<file path="src/rtl/approx_adder_err_engine.sv">
// Error characterisation engine: issues LFSR operand pairs to an external adder and scores its sums.
// Latency: one pair per cycle; compare LAT cycles after issue; done_o one cycle after last compare.
// No backpressure (adder must accept every pair). Optional max-ED tracking under ERR_MAX_TRACK_EN.
module approx_adder_err_engine #(
    parameter int N     = 16,
    parameter int LAT   = 1,
    parameter int CNT_W = 24,
    parameter int ACC_W = 48
) (
    input  logic             clk,
    input  logic             rst_n,
    input  logic             start_i,
    input  logic [CNT_W-1:0] num_tests_i,
    input  logic [31:0]      seed_i,
    output logic [N-1:0]     op_a_o,
    output logic [N-1:0]     op_b_o,
    output logic             op_vld_o,
    input  logic [N-1:0]     approx_sum_i,
    output logic             busy_o,
    output logic             done_o,
    output logic [CNT_W-1:0] err_cnt_o,
    output logic [ACC_W-1:0] sum_ed_o,
    output logic [N-1:0]     max_ed_o
);

    typedef enum logic [1:0] {
        S_IDLE  = 2'd0,
        S_RUN   = 2'd1,
        S_DRAIN = 2'd2,
        S_DONE  = 2'd3
    } state_t;

    localparam int DW = (LAT > 1) ? $clog2(LAT) : 1;
    localparam logic [DW-1:0] DRAIN_LAST = DW'(LAT > 0 ? LAT - 1 : 0);
    localparam logic [31:0] LFSR_MASK = 32'h8020_0003;

    state_t           state;
    state_t           next_state;
    logic [31:0]      lfsr_a;
    logic [31:0]      lfsr_b;
    logic [CNT_W-1:0] remaining;
    logic [DW-1:0]    drain_cnt;
    logic             accept;
    logic             last_issue;
    logic [N-1:0]     exact_now;
    logic             cmp_vld;
    logic [N-1:0]     cmp_exact;
    logic [N-1:0]     ed;
    logic [ACC_W:0]   sum_ext;
    logic [ACC_W-1:0] sum_sat;

    function automatic logic [31:0] lfsr_step(input logic [31:0] x);
        return (x >> 1) ^ (x[0] ? LFSR_MASK : 32'h0);
    endfunction

    assign accept     = (state == S_IDLE) && start_i;
    assign last_issue = (state == S_RUN) && (remaining == CNT_W'(1));

    always_ff @(posedge clk) begin
        if (!rst_n) begin
            state <= S_IDLE;
        end else begin
            state <= next_state;
        end
    end

    always_comb begin
        next_state = state;
        case (state)
            S_IDLE: begin
                if (start_i) begin
                    next_state = (num_tests_i == '0) ? S_DONE : S_RUN;
                end
            end
            S_RUN: begin
                if (last_issue) begin
                    next_state = (LAT == 0) ? S_DONE : S_DRAIN;
                end
            end
            S_DRAIN: begin
                if (drain_cnt == DRAIN_LAST) begin
                    next_state = S_DONE;
                end
            end
            S_DONE: begin
                next_state = S_IDLE;
            end
            default: begin
                next_state = S_IDLE;
            end
        endcase
    end

    always_comb begin
        op_vld_o = 1'b0;
        busy_o   = 1'b0;
        done_o   = 1'b0;
        case (state)
            S_RUN: begin
                op_vld_o = 1'b1;
                busy_o   = 1'b1;
            end
            S_DRAIN: begin
                busy_o = 1'b1;
            end
            S_DONE: begin
                done_o = 1'b1;
            end
            default: begin
                op_vld_o = 1'b0;
            end
        endcase
    end

    assign op_a_o    = lfsr_a[N-1:0];
    assign op_b_o    = lfsr_b[N-1:0];
    assign exact_now = op_a_o + op_b_o;

    // Exact sum rides alongside the valid so the compare lines up with the adder's result.
    generate
        if (LAT == 0) begin : g_no_dly
            assign cmp_vld   = op_vld_o;
            assign cmp_exact = exact_now;
        end else begin : g_dly
            logic [LAT-1:0] vld_dly;
            logic [N-1:0]   sum_dly [LAT];

            always_ff @(posedge clk) begin
                if (!rst_n) begin
                    vld_dly <= '0;
                    for (int i = 0; i < LAT; i++) begin
                        sum_dly[i] <= '0;
                    end
                end else begin
                    vld_dly[0] <= op_vld_o;
                    sum_dly[0] <= exact_now;
                    for (int i = 1; i < LAT; i++) begin
                        vld_dly[i] <= vld_dly[i-1];
                        sum_dly[i] <= sum_dly[i-1];
                    end
                end
            end

            assign cmp_vld   = vld_dly[LAT-1];
            assign cmp_exact = sum_dly[LAT-1];
        end
    endgenerate

    always_comb begin
        ed = (approx_sum_i > cmp_exact) ? (approx_sum_i - cmp_exact)
                                        : (cmp_exact - approx_sum_i);
    end

    // One extra bit catches the carry so the accumulator pins at all-ones instead of wrapping.
    assign sum_ext = {1'b0, sum_ed_o} + {{(ACC_W + 1 - N){1'b0}}, ed};
    assign sum_sat = sum_ext[ACC_W] ? {ACC_W{1'b1}} : sum_ext[ACC_W-1:0];

    always_ff @(posedge clk) begin
        if (!rst_n) begin
            lfsr_a    <= '0;
            lfsr_b    <= '0;
            remaining <= '0;
            err_cnt_o <= '0;
            sum_ed_o  <= '0;
        end else if (accept) begin
            lfsr_a    <= (seed_i == 32'h0) ? 32'h1 : seed_i;
            lfsr_b    <= (seed_i == 32'hFFFF_FFFF) ? 32'h1 : ~seed_i;
            remaining <= num_tests_i;
            err_cnt_o <= '0;
            sum_ed_o  <= '0;
        end else begin
            if (op_vld_o) begin
                lfsr_a    <= lfsr_step(lfsr_a);
                lfsr_b    <= lfsr_step(lfsr_b);
                remaining <= remaining - CNT_W'(1);
            end
            if (cmp_vld && (ed != '0)) begin
                err_cnt_o <= err_cnt_o + CNT_W'(1);
                sum_ed_o  <= sum_sat;
            end
        end
    end

    always_ff @(posedge clk) begin
        if (!rst_n) begin
            drain_cnt <= '0;
        end else if (state != S_DRAIN) begin
            drain_cnt <= '0;
        end else begin
            drain_cnt <= drain_cnt + DW'(1);
        end
    end

`ifdef ERR_MAX_TRACK_EN
    always_ff @(posedge clk) begin
        if (!rst_n) begin
            max_ed_o <= '0;
        end else if (accept) begin
            max_ed_o <= '0;
        end else if (cmp_vld && (ed > max_ed_o)) begin
            max_ed_o <= ed;
        end
    end
`else
    assign max_ed_o = '0;
`endif

endmodule

</file>
<file path="config.mk">
export PLATFORM = sky130hd
export DESIGN_NAME = approx_adder_err_engine
export DESIGN_NICKNAME = d
export VERILOG_FILES = /design/src/rtl/approx_adder_err_engine.sv
export SDC_FILE = /design/constraint.sdc
export NUM_CORES = 1
export LEC_CHECK = 0
export CELL_PAD_IN_SITES_DETAIL_PLACEMENT = 0
export CELL_PAD_IN_SITES_GLOBAL_PLACEMENT = 2
export CORE_ASPECT_RATIO = 0.8
export CORE_MARGIN = 5
export CORE_UTILIZATION = 32
export CTS_CLUSTER_SIZE = 28
export DETAILED_ROUTE_END_ITERATION = 12
export PLACE_DENSITY_LB_ADDON = 0.1
export SYNTH_ARGS = -nofsm -noshare
export SYNTH_HDL_FRONTEND = slang
export SYNTH_SLANG_ARGS = --single-unit
</file>
<file path="constraint.sdc">
create_clock -name clk -period 6.87 [get_ports clk]
set_input_delay 1.374 -clock clk [delete_from_list [all_inputs] [get_ports clk]]
set_output_delay 1.374 -clock clk [all_outputs]
set_load 0.03 [all_outputs]
</file>
==> results.json <==
{
  "slew_headroom": 0.264,
  "cts_tree": "yes",
  "ff2ff_setup_slack_ns": 1.64,
  "ctsHoldBuffers": 0,
  "cp-endpoint": "sum_ed_o[35]",
  "viasPerCell": 5.12,
  "crit_cells": 25,
  "ys_ff_latch": 180,
  "min_period_ns": 6.45,
  "met3_length_um": 1140,
  "cp.arrival_ns": 6.76,
  "clock.fmax_ghz": 0.155,
  "dp_hpwl_um": 27300,
  "post_drt_wl_per_cell_um": 17.8,
  "antennaDiodeCount": 0,
  "overflow": 0,
  "synth_top_flop_cell": "dfxtp_1",
  "clk_latency_ns": 0.45,
  "path_max_fanout": 9,
  "cpLargestDelayFamily": "compound AO/OA/AOI/OAI gates",
  "cts_num_sinks": 180,
  "wl_met2_um": 16600,
  "antenna_found_initial": 0,
  "cts.htree.levels": 4,
  "antenna_left": 0,
  "critPathKind": "in2reg",
  "netlist_instances": 1432,
  "worstPathRequired_ns": 7.18,
  "first_iter_violations": 498,
  "drive_above_1_share": 0.0731,
  "yosys.area.top_type": "dfxtp_1",
  "crit_buf_inv": 4,
  "critPathLaunch": "approx_sum_i[0]",
  "slew_violations": 0,
  "end_kind": "register",
  "io_buffers": 181,
  "avgSynthCellArea_sq_um": 8.13,
  "post_cts_resized": 0,
  "reg2regPathDepth": 23,
  "rows": 62,
  "synth.area.top_cells": "dfxtp_1 31%, ha_1 7.5%, nand2_1 4.9%",
  "top_layer_used": "met4",
  "die_w_um": 223,
  "powerDensity_nw_per_um2": 366,
  "die_h_um": 181,
  "cts_buffers": 17,
  "io_pins": 198,
  "reg2reg_from": "g_dly.sum_dly[0][0]",
  "final_nets": 1709,
  "final-hold-violation-count": 0,
  "outcome": "finished clean",
  "final_cell_mix": "181 x clkdlybuf4s50_1, 180 x dfxtp_1, 151 x nand2_1",
  "synth-edff-count": 0,
  "setup_tns_ns": 0,
  "grt_pass1_wl_um": 58300,
  "worst_pin_slew_ns": 1.10,
  "grt_pass1_vias": 10278,
  "post_cts_buffers": 0,
  "worstSetupStartpointType": "primary input",
  "rsz0062_at_grt": "no",
  "yosysUniqueCellTypes": 69,
  "cts_buffer_depth": 2,
  "final_common_cell": "clkdlybuf4s50_1",
  "finalSetupViolCount": 0,
  "post-route-period-util": 0.939,
  "wl_met1_um": 18300,
  "async_flop_share": 0,
  "track_usage": 0.177,
  "globalplace.congestion": 0.836,
  "synth_top_cell_area_share": 0.310,
  "setup_slack_ns": 0.417,
  "max_cap_violations": 0,
  "start_util": 0.324,
  "die_area_sq_um": 40300,
  "hold_start": "err_cnt_o[9]",
  "r2r-end": "sum_ed_o[35]",
  "skew_ns": 0.0122,
  "yosysSeqAreaShare": 0.310,
  "ys_warn_count": 0,
  "cpMaxStageDelayCell": "clkdlybuf4s50_1",
  "syn-cell-area_sq_um": 11600,
  "clk_pin_slew_ns": 0.08,
  "drt_first_pass_iters": 5,
  "p_leak_nw": 5.88,
  "grt_max_degree": 79,
  "core_area_sq_um": 35900,
  "ir_worst_vdd_uv": 172,
  "hold_path.class": "reg2reg",
  "fillers": 3748,
  "dpl_worst_slack_ns": 0.00734,
  "area_growth_pct": 23.5,
  "drc": 0,
  "cts_root_buffer": "clkbuf_16",
  "num_vias": 10504,
  "wl_um": 36500,
  "cp_slowest_stage_delay_ns": 0.55
}
-- routing by layer --
metal	vias to the layer above	global-route usage
li1	5347	-
met1	4978	0.252
met2	157	0.282
met3	22	0.0309
met4	0	0.0372
met5	-	0
-- layout make-up --
class / instances / area (sq um) / area share
multi-input combinational: 1074 / 7180 / 0.500
sequential: 180 / 3600 / 0.251
timing repair buffer: 219 / 2130 / 0.149
tap: 480 / 601 / 0.0418
clock buffer: 18 / 429 / 0.0299
inverter: 68 / 255 / 0.0178
clock inverter: 14 / 161 / 0.0112
-- where the power goes --
group          leakage, nW  internal, mW  switching [mW]
logic                 4.12          1.18            1.60
registers             1.47          1.25           0.203
clock network        0.288         0.520           0.504
total                 5.88          2.95            2.31
-- logic make-up after synthesis --
family | share of synthesized area
muxes | 0.0670
and+or+nand+nor | 0.239
AOI/OAI and AO/OA | 0.167
DFF | 0.310
xor gates and xnor gates | 0.0542
adders and majority gates | 0.0821
other | 0.000322
buffers and inverters | 0.0811
-- stage by stage --
stage / cells / power (mW) / hold WS [ns] / util / instance area (sq um)
after floorplan: 1447 / 3.49 / 0.499 / - / 11700
after CTS: 2053 / 5.32 / 0.504 / 0.400 / 14400
final: 2053 / 5.26 / 0.491 / 0.400 / 14400
after global routing: 2053 / 5.67 / 0.531 / 0.400 / 14400
after global placement: 2021 / 4.27 / 0.472 / 0.384 / 13800
after detailed placement: 2021 / 4.27 / 0.490 / 0.384 / 13800
-- worst reg2reg max path: stages (launching register included) --
cell and delay (ns):
dfxtp_1 0.34, ha_1 0.21, fa_1 0.40, nor2b_1 0.18, o2111ai_1 0.19, a21o_1 0.21, nand3_1 0.14, o21a_1 0.28
mux2i_1 0.25, xnor2_1 0.19, ha_1 0.32, nor2b_1 0.15, o21a_1 0.17, o21ai_0 0.27, a21boi_1 0.13, o211ai_1 0.25
a2bb2oi_1 0.29, o21ai_1 0.14, and2_1 0.20, buf_4 0.16, and3_1 0.20, nor3_2 0.12, buf_4 0.21, a311oi_1 0.10
-- registers in the layout, summed over array words and instances (netlist names) --
| register | cells |
|---|---|
| sum_ed_o | 48 |
| lfsr_a | 32 |
| lfsr_b | 32 |
| err_cnt_o | 24 |
| remaining | 24 |
| g_dly.sum_dly | 16 |
| state | 2 |
| cmp_vld | 1 |
| drain_cnt | 1 |
-- synth_stat cells (all sizes together), types with 42 or more instances --
cell and count:
mux2i 43, clkbuf 48, nor2 96, ha 70, a21oi 95, xnor2 42, and3 77, a211oi 47
dfxtp 180, buf 77, nand2 153, inv 68
-- worst min path at each step --
stage	to	slack, ns	cells after the start
after floorplan	drain_cnt	0.50	1
after global placement	err_cnt_o[9]	0.47	2
after detailed placement	err_cnt_o[22]	0.49	2
final	err_cnt_o[9]	0.49	2
after CTS	err_cnt_o[22]	0.50	2
after global routing	sum_ed_o[28]	0.53	2
(Power assumes the default switching activity.)
